[config.mk]
export PLATFORM = sky130hd
export DESIGN_NAME = mem_port_arbiter
export DESIGN_NICKNAME = d
export VERILOG_FILES = /design/src/rtl/mem_port_arbiter.sv
export SDC_FILE = /design/constraint.sdc
export NUM_CORES = 1
export LEC_CHECK = 0
export CAP_MARGIN = 30
export CORE_MARGIN = 10
export CORE_UTILIZATION = 46
export CTS_BUF_LIST = sky130_fd_sc_hd__clkbuf_4
export CTS_CLUSTER_DIAMETER = 100
export DETAILED_ROUTE_END_ITERATION = 6
export PLACE_DENSITY = 0.88
export SLEW_MARGIN = 5
export SYNTH_ARGS = -nofsm -noshare
export SYNTH_HDL_FRONTEND = slang
export SYNTH_SLANG_ARGS = --single-unit
export TNS_END_PERCENT = 5
[constraint.sdc]
create_clock -name clk -period 10.8 [get_ports clk]
set_clock_uncertainty 0.2 [all_clocks]
set_input_delay 1.62 -clock clk [delete_from_list [all_inputs] [get_ports clk]]
set_output_delay 1.62 -clock clk [all_outputs]
set_load 0.005 [all_outputs]
[src/rtl/mem_port_arbiter.sv]
// Shares one memory port between instruction fetch and the load/store stage.
// Data has fixed priority, and a starvation counter forces a fetch grant eventually.
module mem_port_arbiter #(
    parameter int ADDRESS_WIDTH = 32,
    parameter int DATA_WIDTH    = 32,
    parameter int STARVE_LIMIT  = 4
) (
    input  logic                      clk,
    input  logic                      reset,
    input  logic                      fetch_req_valid,
    input  logic [ADDRESS_WIDTH-1:0]  fetch_req_address,
    output logic                      fetch_req_ready,
    input  logic                      fetch_flush,
    output logic                      fetch_resp_valid,
    output logic [DATA_WIDTH-1:0]     fetch_resp_data,
    input  logic                      data_req_valid,
    input  logic                      data_req_write,
    input  logic [ADDRESS_WIDTH-1:0]  data_req_address,
    input  logic [DATA_WIDTH-1:0]     data_req_wdata,
    input  logic [DATA_WIDTH/8-1:0]   data_req_byte_enable,
    output logic                      data_req_ready,
    output logic                      data_resp_valid,
    output logic [DATA_WIDTH-1:0]     data_resp_rdata,
    output logic                      mem_req_valid,
    input  logic                      mem_req_ready,
    output logic                      mem_req_write,
    output logic [ADDRESS_WIDTH-1:0]  mem_req_address,
    output logic [DATA_WIDTH-1:0]     mem_req_wdata,
    output logic [DATA_WIDTH/8-1:0]   mem_req_byte_enable,
    input  logic                      mem_resp_valid,
    input  logic [DATA_WIDTH-1:0]     mem_resp_rdata,
    output logic                      busy
);

    localparam int STARVE_WIDTH = $clog2(STARVE_LIMIT + 1);
    localparam logic [STARVE_WIDTH-1:0] STARVE_MAX = STARVE_WIDTH'(STARVE_LIMIT);

    typedef enum logic [1:0] {IDLE, REQ, RESP} state_t;

    state_t                  r_state;
    logic                    r_ownerData;
    logic                    r_drop;
    logic [STARVE_WIDTH-1:0] r_starveCount;

    logic w_idle;
    logic w_fetchWins;
    logic w_dropNow;

    // Readies depend only on state, starvation count and request valids.
    assign w_idle          = (r_state == IDLE) && !reset;
    assign w_fetchWins     = fetch_req_valid && (!data_req_valid || (r_starveCount == STARVE_MAX));
    assign fetch_req_ready = w_idle && w_fetchWins;
    assign data_req_ready  = w_idle && data_req_valid && !w_fetchWins;

    assign w_dropNow     = r_drop || (fetch_flush && !r_ownerData);
    assign mem_req_valid = (r_state == REQ);
    assign busy          = (r_state != IDLE);

    always_ff @(posedge clk or posedge reset) begin
        if (reset) begin
            r_state             <= IDLE;
            r_ownerData         <= 1'b0;
            r_drop              <= 1'b0;
            r_starveCount       <= '0;
            mem_req_write       <= 1'b0;
            mem_req_address     <= '0;
            mem_req_wdata       <= '0;
            mem_req_byte_enable <= '0;
            fetch_resp_valid    <= 1'b0;
            fetch_resp_data     <= '0;
            data_resp_valid     <= 1'b0;
            data_resp_rdata     <= '0;
        end else begin
            fetch_resp_valid <= 1'b0;
            data_resp_valid  <= 1'b0;
            case (r_state)
                IDLE: begin
                    if (fetch_req_ready) begin
                        r_state             <= REQ;
                        r_ownerData         <= 1'b0;
                        r_drop              <= fetch_flush;
                        r_starveCount       <= '0;
                        mem_req_write       <= 1'b0;
                        mem_req_address     <= fetch_req_address;
                        mem_req_wdata       <= '0;
                        mem_req_byte_enable <= '1;
                    end else if (data_req_ready) begin
                        r_state             <= REQ;
                        r_ownerData         <= 1'b1;
                        r_drop              <= 1'b0;
                        mem_req_write       <= data_req_write;
                        mem_req_address     <= data_req_address;
                        mem_req_wdata       <= data_req_wdata;
                        mem_req_byte_enable <= data_req_byte_enable;
                        if (!fetch_req_valid) begin
                            r_starveCount <= '0;
                        end else if (r_starveCount != STARVE_MAX) begin
                            r_starveCount <= r_starveCount + STARVE_WIDTH'(1);
                        end
                    end
                end
                REQ: begin
                    r_drop <= w_dropNow;
                    if (mem_req_ready) begin
                        r_state <= RESP;
                    end
                end
                RESP: begin
                    // A flush arriving alongside the memory response still drops it.
                    if (mem_resp_valid) begin
                        r_state <= IDLE;
                        r_drop  <= 1'b0;
                        if (r_ownerData) begin
                            data_resp_valid <= 1'b1;
                            data_resp_rdata <= mem_req_write ? '0 : mem_resp_rdata;
                        end else if (!w_dropNow) begin
                            fetch_resp_valid <= 1'b1;
                            fetch_resp_data  <= mem_resp_rdata;
                        end
                    end else begin
                        r_drop <= w_dropNow;
                    end
                end
                default: r_state <= IDLE;
            endcase
        end
    end

endmodule
; Word level (Yosys, flattened, before mapping)
; Cells that the tools add are included.
[totals]
ff_bits = 142
latchBits = 0
mem_bits_rw = 0
mem_bits_ro = 0
in_bits = 140
out_inout_bits = 139
elab_cells = 76
memories = 0
[op_classes]
addsub = 1
multipliers = 0
n_div = 0
order_cmp = 0
n_eq_ne = 8
shift = 0
n_mux = 31
bitwise = 2
reduce_logical = 22
[op_table]
columns = cell, count
row1 = 2-to-1 mux 32 bit, 5
row2 = 2-to-1 mux 1 bit, 14
row3 = 2-to-1 mux 3 bit, 4
row4 = AND reduction 3 bit, 3
row5 = 2-to-1 mux 2 bit, 4
row6 = 2-to-1 mux 4 bit, 2
row7 = logical AND 1 bit, 6
row8 = inequality test 3 bit (second input constant), 2
row9 = one-hot mux 2 bit (3 select lines), 1
row10 = logical NOT 1 bit, 4
row11 = AND reduction 2 bit, 2
row12 = AND reduction 4 bit, 1
row13 = nonzero test 2 bit, 2
row14 = adder 3 x 1 -> 3 bit (second input constant), 1
row15 = == test 3 bit (second input constant), 1
row16 = inequality test 3 x 1 -> 1 bit (second input constant), 1
row17 = one-hot mux 1 bit (3 select lines), 1
row18 = nonzero test 3 bit, 1
row19 = == test 2 x 1 -> 1 bit (second input constant), 1
row20 = == test 2 bit (second input constant), 1
row21 = logical NOT 2 bit, 1
row22 = logical OR 1 bit, 2
row23 = inequality test 2 x 1 -> 1 bit (second input constant), 1
row24 = inequality test 2 bit (second input constant), 1
row25 = NOT 1 bit, 2

; Logic depth before layout (Yosys ltp)
; Gate-level depths: netlist of run 1.
[logic_depth]
ltp_word = 8
depth_mapped = 8
depth_no_buf = 6

; Worst setup path before layout of run 1
; No wires, ideal clock.
[synth_path]
path_type = input port to output port
start = input port fetch_req_valid
end = output port data_req_ready
arrival_time_ns = 2.294
t_required_ns = 8.980
slack_ns = 6.686
path_stages = 5
path_buffers = 2
cell_sequence = buf_4 -> nand3_1 -> nand3_1 -> clkinv_2 -> buf_4
[synth_between]
elab_chain_len = 3
[synth_lines]
columns = item, line
row1 = from (decl), 10  ; input logic fetch_req_valid,
row2 = logical AND 1 bit, 51  ; assign w_fetchWins = fetch_req_valid && (!data_req_valid || (r_starveCount == STARVE_MAX));
row3 = logical NOT 1 bit, 53  ; assign data_req_ready = w_idle && data_req_valid && !w_fetchWins;
row4 = logical AND 1 bit, 53
row5 = to (decl), 21  ; output logic data_req_ready,
; No other way between the ends.

; Final worst setup path of run 1
[layout_path]
start = input port reset
end = output port data_req_ready
[layout_between]
elab_chain_len = 4
[layout_lines]
columns = item, line
row1 = from (decl), 9  ; input logic reset,
row2 = logical NOT 1 bit (no line), --
row3 = logical AND 1 bit, 50  ; assign w_idle = (r_state == IDLE) && !reset;
row4 = logical AND 1 bit (2 in a row), 53
; No other way between the ends.

==> run_results.csv, run 1 <==
group,metric,value,unit
global_routing,track_usage,0.201,
floorplanning,ios,279,
worst_setup_path,endpoint_kind,"output port",
placement,dpl.cell_count,910,
clock_tree,clk_path_buf_depth,2,
worst_setup_path,required,8.98,ns
worst_setup_path,rr_worst_depth,6,
worst_setup_path,path_max_fanout,34,
worst_setup_path,critPathKind,"in2out",
global_routing,grt_pass1_vias,5092,
finish,mostFrequentLayoutCells,"278 x clkdlybuf4s50_1, 142 x dfrtp_1, 69 x nand2_1",
finish,multi_input_area,2100,um2
timing,finalCriticalPeriod,5.55,ns
worst_setup_path,startpoint_type,"input port",
synth,synthTopCellsByArea,"dfrtp_1 61%, mux2_2 6.1%, mux2i_1 5.5%, a22o_1 4.9%, nand2_1 4.4%",
outcome,status,"complete, no violations",
global_routing,grt_pass1_wl,28200,um
finish,nNetsFinal,905,
synth,yosysTopAreaCellShare,0.606,
clock_tree,clock-sinks,142,
routing,antenna_left,0,
routing,dr.pass1.iters,5,
finish,layout.cells.most_common,"clkdlybuf4s50_1",
synth,syn-num-nets,633,
clock_tree,clk_pin_slew,0.12,ns
clock_tree,cts_setup_buffers,0,
synth,yosysTopAreaCell,"dfrtp_1",
routing,avgRoutedWirePerCell,18.9,um
worst_hold_path,min_path_type,"reg2reg",
floorplanning,placementRows,41,
timing,fin_crit_sh,0.514,
placement,numPortBuffers,278,
floorplanning,die_area,17700,um2
floorplanning,die_w,133,um
worst_setup_path,r2r_start,"r_state[0]$_DFFE_PP0P_",
power_and_ir_drop,ir_drop,0.000133,V
routing,via_per_inst,4.99,
timing,max_clock_freq,180,MHz
timing,hold_viol,0,
finish,fillerInstances,813,
global_routing,antenna_found_initial,1,
clock_tree,ctsHoldBuffers,0,
timing,grt_setup_unrepaired,"no",
synth,ys_seq_area_frac,0.606,
clock_tree,worstSkewPairLatency,0.50,ns
synth,synth-main-ff-cell,"dfrtp_1",
finish,final_cells,944,
worst_hold_path,hp-start,"data_resp_rdata[1]$_DFFE_PP0P_",
power_and_ir_drop,leakage,3.93,nW
timing,relSlewSlack,0.368,
clock_tree,numCtsBuffers,17,
finish,syn_to_final_growth,55.5,%
placement,place_congestion,0.786,
synth,synth_edf_count,0,
finish,post_route_cells_drive_above_1_share,0.0986,
flow_run,maxCapViolCount,0,
clock_tree,cts_root_buf,"clkbuf_4",
finish,layout.area.seq,3550,um2
global_routing,grt_max_degree,101,
worst_hold_path,holdPathStages,2,
floorplanning,core,12600,um2
placement,dpl.hpwl,14000,um
finish,finalCoreUtilization,0.726,
routing,routed_wl,17900,um
routing,drc,0,
synth,async_flop_share,1.00,
global_routing,globalRoute.totalOverflow,0,
floorplanning,start_util,0.467,
timing,setup-violations-final,0,
routing,vias,4713,
floorplanning,chipHeight,133,um
timing,hold_slack,0.297,ns
synth,syn_inst,486,
worst_setup_path,cp.arrival,3.73,ns
synth,avgSynthCellArea,12.1,um2
worst_setup_path,startpoint,"reset",
routing,drt_iter0_drc,272,
timing,finalSetupTns,0,ns
synth,ys_types,32,
clock_tree,htree_levels,4,
synth,synth_seq_cells,142,
timing,finalMaxSlewViolations,0,
clock_tree,ctsResizeCount,0,
synth,syn_area,5870,um2
timing,worst_slew_pin_slew,0.948,ns
power_and_ir_drop,powerDensity,261,nW/um2
clock_tree,cts_tree,"built",
synth,yosys_warnings,0,
power_and_ir_drop,power.total,0.00238,W
area by class of cell:
class,instances,share of cell area
Sequential cell,142,0.389
Timing Repair Buffer,284,0.313
Multi-Input combinational cell,302,0.231
Tap cell,172,0.0236
Clock inverter,14,0.0226
Clock buffer,18,0.0148
Inverter,11,0.00521
Antenna cell,1,0.000274
final timing paths:
kind                                              endpoint  slack (ns)
max                                         data_req_ready        5.25
min                         data_resp_rdata[1]$_DFFE_PP0P_        0.30
max reg2reg                mem_req_address[30]$_DFFE_PP0P_        8.41
min reg2reg                 data_resp_rdata[1]$_DFFE_PP0P_        0.30
max in group asynchronous           r_state[0]$_DFFE_PP0P_        7.89
min in group asynchronous  fetch_resp_data[19]$_DFFE_PP0P_        1.45
critical path, cell delays in order:
cell	delay, ns
clkdlybuf4s50_1	0.55
nor2b_4	0.24
nand3_1	0.27
clkinv_2	0.44
clkdlybuf4s50_1	0.60
state kept, by name (all words and copies together), names as in the netlist:
signal and flops:
r_starveCount 3, mem_req_wdata 32, data_resp_rdata 32, data_resp_valid 1
mem_req_byte_enable 4, r_ownerData 1, fetch_resp_valid 1, fetch_resp_data 32
r_drop 1, mem_req_address 32, r_state 2, mem_req_write 1
per-layer routing:
layer  global-route usage  part of all wire  wire length, um  vias to the layer above
li1                     -                 -                -                     2229
met1                0.217              0.39             6900                     2256
met2                0.344              0.50             8960                      212
met3               0.0829             0.096             1720                       16
met4               0.0715             0.015              274                        0
met5                    0                 0                0                        -
power breakdown:
part	switching (W)	total, W	internal [W]
clock network	0.000202	0.000395	0.000193
registers	0.000164	0.000943	0.000780
logic	0.000379	0.00104	0.000660
synth_stat cells, types with 5 or more instances:
cell type    n
dfrtp_1    142
nand2_1     69
o21ai_0     39
a22o_1      33
mux2_2      32
mux2i_1     32
nand2b_1    32
o21ai_1     28
clkbuf_1    16
inv_1       10
a21oi_1      7
buf_6        7
ha_1         7
o22a_1       5
through the flow:
stage                     setup slack (ns)  area (um2)
after global placement                5.28        8730
after detailed placement              5.23        8750
after global routing                  5.14        9120
after CTS                             5.23        9090
after floorplan                       5.17        5870
final                                 5.25        9120
logic make-up (layout without fill, tap and decap cells):
group / after synthesis / after routing / synth area share
AOI/OAI and AO/OA: 118 / 118 / 0.128
adders and majority gates: 7 / 7 / 0.0149
buffers and inverters: 42 / 327 / 0.0394
DFF: 142 / 142 / 0.606
muxes: 65 / 65 / 0.118
other: 0 / 1 / 0
and+or+nand+nor: 112 / 112 / 0.0945
Note: power is estimated with default switching activity, not from simulation.
==> inputs of run 2 (changes only) <==
--- a/config.mk
+++ b/config.mk
@@ -7,11 +7,11 @@
 export LEC_CHECK = 0
 export CAP_MARGIN = 30
 export CORE_MARGIN = 10
-export CORE_UTILIZATION = 46
+export CORE_UTILIZATION = 38
 export CTS_BUF_LIST = sky130_fd_sc_hd__clkbuf_4
 export CTS_CLUSTER_DIAMETER = 100
 export DETAILED_ROUTE_END_ITERATION = 6
-export PLACE_DENSITY = 0.88
+export PLACE_DENSITY = 0.77
 export SLEW_MARGIN = 5
 export SYNTH_ARGS = -nofsm -noshare
 export SYNTH_HDL_FRONTEND = slang
==> constraint.sdc (replaced) <==
create_clock -name clk -period 4.8 [get_ports clk]
set_clock_uncertainty 0.2 [all_clocks]
set_input_delay 0.72 -clock clk [delete_from_list [all_inputs] [get_ports clk]]
set_output_delay 0.72 -clock clk [all_outputs]
set_load 0.005 [all_outputs]
==> run_results.csv, run 2 (same netlist as run 1, synthesis figures left out) <==
group,metric,value,unit
clock_tree,cts_tree,"built",
routing,drc,0,
worst_setup_path,endpoint_kind,"output port",
timing,hold_viol,0,
floorplanning,start_util,0.387,
timing,max_clock_freq,288,MHz
timing,relSlewSlack,0.359,
floorplanning,placementRows,45,
finish,nNetsFinal,907,
outcome,status,"complete, no violations",
floorplanning,core,15100,um2
routing,avgRoutedWirePerCell,18.7,um
clock_tree,numCtsBuffers,17,
power_and_ir_drop,leakage,3.93,nW
worst_setup_path,critPathKind,"reg2out",
power_and_ir_drop,p_seq_frac,0.404,
timing,setup-violations-final,0,
flow_run,maxCapViolCount,0,
global_routing,grt_pass1_vias,4978,
floorplanning,die_area,20800,um2
power_and_ir_drop,power_frac_comb,0.447,
finish,final_cells,960,
clock_tree,ctsResizeCount,0,
worst_setup_path,startpoint_type,"register",
timing,grt_setup_unrepaired,"no",
worst_hold_path,min_path_type,"reg2reg",
power_and_ir_drop,power_frac_clock,0.149,
placement,dpl.hpwl,13900,um
worst_setup_path,required,3.88,ns
routing,drt_iter0_drc,150,
global_routing,grt_pass1_wl,27600,um
timing,finalSetupTns,0,ns
worst_setup_path,cp.arrival,2.55,ns
clock_tree,ctsHoldBuffers,0,
placement,numPortBuffers,278,
timing,finalMaxSlewViolations,0,
routing,vias,4690,
clock_tree,htree_levels,4,
routing,via_per_inst,4.89,
finish,post_route_cells_drive_above_1_share,0.0986,
power_and_ir_drop,p_switching,0.00163,W
global_routing,antenna_found_initial,1,
clock_tree,clk_path_buf_depth,2,
placement,place_congestion,0.797,
clock_tree,clock-sinks,142,
clock_tree,cts_root_buf,"clkbuf_4",
power_and_ir_drop,ir_drop,0.000241,V
finish,syn_to_final_growth,55.5,%
worst_setup_path,path_max_fanout,6,
timing,finalCriticalPeriod,3.47,ns
floorplanning,die_w,144,um
power_and_ir_drop,powerDensity,576,nW/um2
power_and_ir_drop,intPower,0.00362,W
clock_tree,clk_pin_slew,0.12,ns
global_routing,grt_max_degree,109,
routing,dr.pass1.iters,4,
timing,fin_crit_sh,0.723,
finish,layout.cells.most_common,"clkdlybuf4s50_1",
routing,antenna_left,0,
placement,dpl.cell_count,927,
routing,routed_wl,17900,um
clock_tree,cts_setup_buffers,0,
finish,fillerInstances,1206,
floorplanning,chipHeight,144,um
clock_tree,worstSkewPairLatency,0.53,ns
timing,worst_slew_pin_slew,0.961,ns
global_routing,globalRoute.totalOverflow,0,
floorplanning,ios,279,
power_and_ir_drop,switching_share,0.311,
global_routing,track_usage,0.171,
finish,mostFrequentLayoutCells,"278 x clkdlybuf4s50_1, 142 x dfrtp_1, 69 x nand2_1",
[run 2: power by group through the flow]
stage	clock network (W)	logic [W]	registers (W)
3_5_place_dp	0	0.00237	0.00215
5_1_grt	0.000868	0.00257	0.00220
2_1_floorplan	0	0.000841	0.00212
4_1_cts	0.000816	0.00238	0.00213
3_3_place_gp	0	0.00231	0.00212
6_report	0.000784	0.00235	0.00212
[run 2: layer usage]
layer	wire (um)	track usage	up-vias
met5	0	0	-
met4	366	0.0649	0
met3	2070	0.0843	24
met2	8530	0.280	200
met1	6960	0.187	2238
li1	-	-	2228
[run 2: layout make-up]
| type | count | area, um2 | area share |
|---|---|---|---|
| Antenna cell | 1 | 2.50 | 0.000274 |
| Clock buffer | 19 | 143 | 0.0156 |
| Clock inverter | 11 | 141 | 0.0155 |
| Inverter | 11 | 47.5 | 0.00521 |
| Multi-Input combinational cell | 302 | 2100 | 0.230 |
| Sequential cell | 142 | 3550 | 0.389 |
| Tap cell | 188 | 235 | 0.0258 |
| Timing Repair Buffer | 286 | 2900 | 0.318 |
[run 2: worst paths after layout]
check                                                   to  slack [ns]                       startpoint  cells after the start
min                        data_resp_rdata[10]$_DFFE_PP0P_        0.29  data_resp_rdata[10]$_DFFE_PP0P_                      2
min in group asynchronous           r_state[0]$_DFFE_PP0P_        0.41                            reset                      2
min reg2reg                data_resp_rdata[10]$_DFFE_PP0P_        0.29  data_resp_rdata[10]$_DFFE_PP0P_                      2
max                                         data_req_ready        1.33           r_state[1]$_DFFE_PP0P_                      6
max reg2reg                  mem_req_wdata[22]$_DFFE_PP0P_        2.48           r_state[1]$_DFFE_PP0P_                      7
max in group asynchronous     mem_req_wdata[8]$_DFFE_PP0P_        2.82                            reset                      4
[run 2: per-stage QoR]
step | cell area (um2) | hold WS [ns] | total power [W] | setup WS (ns) | util
2_1_floorplan | 5870 | 0.273 | 0.00296 | 0.0704 | -
3_3_place_gp | 8770 | 0.262 | 0.00442 | 1.38 | 0.579
3_5_place_dp | 8790 | 0.269 | 0.00453 | 1.37 | 0.581
4_1_cts | 9080 | 0.297 | 0.00533 | 1.24 | 0.599
5_1_grt | 9130 | 0.313 | 0.00564 | 1.09 | 0.603
6_report | 9130 | 0.292 | 0.00525 | 1.33 | 0.603
[run 2: worst max-delay path: stages, from the launching register on]
cell and delay [ns]:
dfrtp_1 0.44, inv_1 0.12, ha_1 0.25, nor2b_4 0.26, nand3_1 0.29, clkinv_2 0.14
clkdlybuf4s50_1 0.53
